**src/rtl/mux2_rr_arbiter.sv**
```systemverilog
// Round-robin arbiter for two valid/ready/last streams feeding a shared 2:1 mux,
// with a single registered output stage and a per-grant fairness cap.
module mux2_rr_arbiter #(
  parameter int WIDTH     = 16,
  parameter int MAX_BURST = 8
) (
  input  logic             clk,
  input  logic             rst,
  input  logic             a_valid,
  input  logic [WIDTH-1:0] a_data,
  input  logic             a_last,
  output logic             a_ready,
  input  logic             b_valid,
  input  logic [WIDTH-1:0] b_data,
  input  logic             b_last,
  output logic             b_ready,
  output logic             sel,
  output logic             out_valid,
  output logic [WIDTH-1:0] out_data,
  output logic             out_last,
  output logic             out_src,
  input  logic             out_ready,
  output logic             busy
);

  localparam int CNT_W = $clog2(MAX_BURST + 1);
  localparam logic [CNT_W:0]   CAP = (CNT_W + 1)'(MAX_BURST);
  localparam logic [CNT_W-1:0] SAT = CNT_W'(MAX_BURST);

  typedef enum logic [1:0] {
    IDLE  = 2'd0,
    GNT_A = 2'd1,
    GNT_B = 2'd2
  } state_e;

  state_e             state_q, state_d;
  logic               last_gnt_q, last_gnt_d;
  logic [CNT_W-1:0]   beat_cnt_q, beat_cnt_d;
  logic               sel_q, sel_d;
  logic               out_valid_q, out_valid_d;
  logic [WIDTH-1:0]   out_data_q, out_data_d;
  logic               out_last_q, out_last_d;
  logic               out_src_q, out_src_d;

  logic               load_ok;
  logic               acc;
  logic               gnt_valid;
  logic               gnt_last;
  logic               oth_valid;
  logic [WIDTH-1:0]   mux_data;
  logic [CNT_W:0]     cnt_inc;
  logic               release_now;

  assign load_ok   = !out_valid_q | out_ready;
  assign a_ready   = (state_q == GNT_A) & load_ok;
  assign b_ready   = (state_q == GNT_B) & load_ok;
  assign acc       = (a_valid & a_ready) | (b_valid & b_ready);

  // sel_q mirrors the grant, so it doubles as the "granted side" index.
  assign gnt_valid = sel_q ? b_valid : a_valid;
  assign gnt_last  = sel_q ? b_last  : a_last;
  assign oth_valid = sel_q ? a_valid : b_valid;
  assign mux_data  = sel_q ? b_data  : a_data;

  // >= rather than == so a saturated counter still splits once the other side shows up.
  assign cnt_inc     = {1'b0, beat_cnt_q} + (CNT_W + 1)'(1);
  assign release_now = acc & (gnt_last | ((cnt_inc >= CAP) & oth_valid));

  always_comb begin
    state_d     = state_q;
    last_gnt_d  = last_gnt_q;
    beat_cnt_d  = beat_cnt_q;
    out_valid_d = out_valid_q;
    out_data_d  = out_data_q;
    out_last_d  = out_last_q;
    out_src_d   = out_src_q;

    case (state_q)
      IDLE: begin
        if (a_valid && b_valid) state_d = last_gnt_q ? GNT_A : GNT_B;
        else if (a_valid)       state_d = GNT_A;
        else if (b_valid)       state_d = GNT_B;
      end
      GNT_A, GNT_B: begin
        if (release_now) begin
          last_gnt_d = sel_q;
          beat_cnt_d = '0;
          if (oth_valid)                  state_d = sel_q ? GNT_A : GNT_B;
          else if (gnt_valid && gnt_last) state_d = state_q;
          else                            state_d = IDLE;
        end else if (acc) begin
          beat_cnt_d = (beat_cnt_q == SAT) ? beat_cnt_q : beat_cnt_q + CNT_W'(1);
        end else if (!gnt_valid && (beat_cnt_q == '0)) begin
          // Grant with no burst in progress and nothing offered: hand back to arbitration.
          state_d = IDLE;
        end
      end
      default: state_d = IDLE;
    endcase

    if (acc) begin
      out_valid_d = 1'b1;
      out_data_d  = mux_data;
      out_last_d  = gnt_last;
      out_src_d   = sel_q;
    end else if (out_ready) begin
      out_valid_d = 1'b0;
    end

    sel_d = (state_d == GNT_B);
  end

  always_ff @(posedge clk) begin
    if (rst) begin
      state_q     <= IDLE;
      last_gnt_q  <= 1'b1;
      beat_cnt_q  <= '0;
      sel_q       <= 1'b0;
      out_valid_q <= 1'b0;
      out_data_q  <= '0;
      out_last_q  <= 1'b0;
      out_src_q   <= 1'b0;
    end else begin
      state_q     <= state_d;
      last_gnt_q  <= last_gnt_d;
      beat_cnt_q  <= beat_cnt_d;
      sel_q       <= sel_d;
      out_valid_q <= out_valid_d;
      out_data_q  <= out_data_d;
      out_last_q  <= out_last_d;
      out_src_q   <= out_src_d;
    end
  end

  assign sel       = sel_q;
  assign out_valid = out_valid_q;
  assign out_data  = out_data_q;
  assign out_last  = out_last_q;
  assign out_src   = out_src_q;
  assign busy      = (state_q != IDLE);

endmodule

```
**config.mk**
```make
export PLATFORM = sky130hd
export DESIGN_NAME = mux2_rr_arbiter
export DESIGN_NICKNAME = d
export VERILOG_FILES = /design/src/rtl/mux2_rr_arbiter.sv
export SDC_FILE = /design/constraint.sdc
export NUM_CORES = 1
export LEC_CHECK = 0
export CAP_MARGIN = 20
export CORE_MARGIN = 3
export CORE_UTILIZATION = 47
export CTS_BUF_LIST = sky130_fd_sc_hd__clkbuf_4
export CTS_CLUSTER_SIZE = 24
export DETAILED_ROUTE_END_ITERATION = 16
export HOLD_SLACK_MARGIN = 0.06
export PLACE_DENSITY = 0.87
export SKIP_CTS_REPAIR_TIMING = 1
export SYNTH_ARGS = -nofsm -noshare
export SYNTH_HDL_FRONTEND = slang
export SYNTH_SLANG_ARGS = --single-unit
export TNS_END_PERCENT = 30
```
**constraint.sdc**
```tcl
create_clock -name clk -period 4.1 [get_ports clk]
set_input_delay 1.23 -clock clk [delete_from_list [all_inputs] [get_ports clk]]
set_output_delay 1.23 -clock clk [all_outputs]
set_load 0.02 [all_outputs]
```
==> results.sh <==
export IMPL_clock_power_share=0.179
export IMPL_min_from="out_data[9]"
export IMPL_drt_wl_total_um=3710
export IMPL_syn_avg_cell_area_um2=9.54
export IMPL_path_class="input pin to output port"
export IMPL_setup_viol=0
export IMPL_die_x_um=62.3
export IMPL_mappedNetlistArea_um2=1490
export IMPL_area_growth_pct=43.5
export IMPL_cts_root_buf="clkbuf_4"
export IMPL_grt_pass1_wl_um=6320
export IMPL_p_seq_frac=0.471
export IMPL_power_leakage_nw=0.742
export IMPL_synthArstFlopShare=0
export IMPL_portBuffers=61
export IMPL_r2r_start="state_q[0]"
export IMPL_fin_util=0.742
export IMPL_slew_headroom=0.753
export IMPL_final_hold_viol_count=0
export IMPL_p_sw_frac=0.314
export IMPL_synth_top_family_by_area="compound AO/OA/AOI/OAI gates"
export IMPL_yosys_area_share_simple=0.136
export IMPL_grt_max_degree=25
export IMPL_drive_gt1_frac=0.0704
export IMPL_required_ps=2870
export IMPL_grt_pass1_vias=1345
export IMPL_ys_types=39
export IMPL_drtAntennaViolNets=0
export IMPL_synth_seq_area_share=0.363
export IMPL_numCtsBuffers=3
export IMPL_comb_power_share=0.350
export IMPL_hp_class="register to register"
export IMPL_drt_iter0_markers=91
export IMPL_synth_compound_area_frac=0.232
export IMPL_fin_skew_ps=2.08
export IMPL_ios=62
export IMPL_first_pass_iters=4
export IMPL_ys_ff_latch=27
export IMPL_cap_viol_max_count=0
export IMPL_irDropWorstVdd_mv=0.163
export IMPL_cts_tree="yes"
export IMPL_p_int_w=0.000435
export IMPL_vias=1368
export IMPL_overflow=0
export IMPL_ys_flop_type="dfxtp_1"
export IMPL_yosys_area_share_xor_xnor=0.00589
export IMPL_dieArea_um2=3880
export IMPL_synthMuxAreaShare=0.145
export IMPL_startpoint="out_ready"
export IMPL_netSwitchingPower_w=0.000199
export IMPL_clkSinkCount=27
export IMPL_worstPathMaxFanout=3
export IMPL_clockBufferDepth=2
export IMPL_fin_crit_ps=3810
export IMPL_p_total_w=0.000634
export IMPL_wire_per_inst_um=14.5
export IMPL_fill_cells=216
export IMPL_place_congestion=0.870
export IMPL_whs_ps=507
export IMPL_synthAdderAreaFrac=0.0505
export IMPL_slew_viol_final=0
export IMPL_clkSlewWorstSetupHoldPaths_ps=140
export IMPL_core_area_um2=2880
export IMPL_cts_max_level=1
export IMPL_num_rows=19
export IMPL_rsz0062_at_grt="no"
export IMPL_cp_arrival_ps=2580
export IMPL_fin_tns_setup_ps=0
export IMPL_min_period_over_period=0.930
export IMPL_finalNetCount=259
export IMPL_synth_edf_count=0
export IMPL_chipHeight_um=62.3
export IMPL_route_detailed_drc=0
export IMPL_track_usage=0.198
export IMPL_clock_latency_ps=320
export IMPL_end_kind="output port"
export IMPL_fmax_mhz=262
export IMPL_setup_worst_path_start_class="input pin"
export IMPL_dpl_hpwl_um=2900
export IMPL_tightest_slew_ps=370
export IMPL_initial_utilization=0.517
export IMPL_p_per_area_nw_per_um2=297
export IMPL_syn_num_nets=201
export IMPL_yosys_warnings=0
export IMPL_syn_instance_count=156
export IMPL_antenna_found_initial=0
export IMPL_avgViaCountPerCell=5.36
export IMPL_reg2reg_slack_ps=2060
export IMPL_antennaDiodeCount=0
export IMPL_status="finished clean"
-- metal layers --
metal,up-vias,track usage,routed length [um]
met2,53,0.352,1850
met3,4,0.0468,260
met5,-,0,0
met1,627,0.240,1560
met4,0,0.0496,34
li1,684,-,-
-- synthesized netlist by cell type (2+ instances only) --
cell type  number  area (um2)
dfxtp_1        27         541
mux2i_1        20         200
nor2_1         19        71.3
a211oi_1       17         128
inv_1           7        26.3
ha_1            6        75.1
and2_1          5        31.3
buf_2           5        25.0
a31oi_1         4        25.0
buf_4           4        30.0
a21oi_1         3        15.0
nor2b_1         3        18.8
o2111ai_1       3        26.3
clkbuf_1        2        7.51
nand2_1         2        7.51
nand2b_1        2        12.5
nand3_1         2        10.0
nand3b_1        2        15.0
o211ai_1        2        15.0
o32ai_1         2        17.5
-- logic make-up after synthesis --
logic type               after synthesis
AND/OR/NAND/NOR                       40
buffers and inverters                 19
multiplexers                          21
XOR/XNOR                               1
adder cells (fa/ha/maj)                6
AO/OA/AOI/OAI                         42
flip-flops                            27
-- power groups by stage --
stage	sequential, W	combinational (W)	clock, W
after global routing	0.000302	0.000241	0.000132
final	0.000299	0.000222	0.000114
after detailed placement	0.000304	0.000223	0
after CTS	0.000299	0.000224	0.000118
after global placement	0.000303	0.000216	0
after floorplan	0.000326	0.000101	0
-- sequential cells by signal, summed over array words and instances, names as in the netlist --
| name | cells |
|---|---|
| out_valid | 1 |
| sel | 1 |
| beat_cnt_q | 4 |
| out_src | 1 |
| state_q | 2 |
| last_gnt_q | 1 |
| out_data | 16 |
| out_last | 1 |
-- critical path, cell delays in order --
cell,delay [ps]
clkdlybuf4s50_1,480
nand2b_1,140
and2_1,140
clkdlybuf4s50_1,600
-- final cells by class --
| cell class | count | area [um2] | share of cell area |
|---|---|---|---|
| clock buffer | 3 | 22.5 | 0.0106 |
| sequential | 27 | 541 | 0.253 |
| timing repair buffer | 65 | 641 | 0.300 |
| clock inverter | 1 | 5.00 | 0.00234 |
| tap | 42 | 52.6 | 0.0246 |
| inverter | 7 | 26.3 | 0.0123 |
| multi-input combinational | 110 | 847 | 0.397 |
-- per-stage QoR --
step           instances  setup WS (ps)  cell area, um2
3_5_place_dp         251            284            2110
3_3_place_gp         251            333            2110
5_1_grt              255            235            2130
4_1_cts              255            279            2130
2_1_floorplan        156           1280            1490
6_report             255            285            2130
-- path summary, 6_finish.rpt --
| check | end | depth (start not counted) |
|---|---|---|
| min reg2reg | out_data[9] | 2 |
| min | out_data[9] | 2 |
| max | b_ready | 4 |
| max reg2reg | beat_cnt_q[3] | 8 |
-- layout by cell type (no fill, tap or decap), types with 4 or more instances in the layout --
master | netlist | layout
a211oi_1 | 17 | 17
a31oi_1 | 4 | 4
and2_1 | 5 | 5
buf_4 | 4 | 4
clkdlybuf4s50_1 | 0 | 61
dfxtp_1 | 27 | 27
ha_1 | 6 | 6
inv_1 | 7 | 7
mux2i_1 | 20 | 20
nor2_1 | 19 | 19
Power figures use the tool's default switching activity.
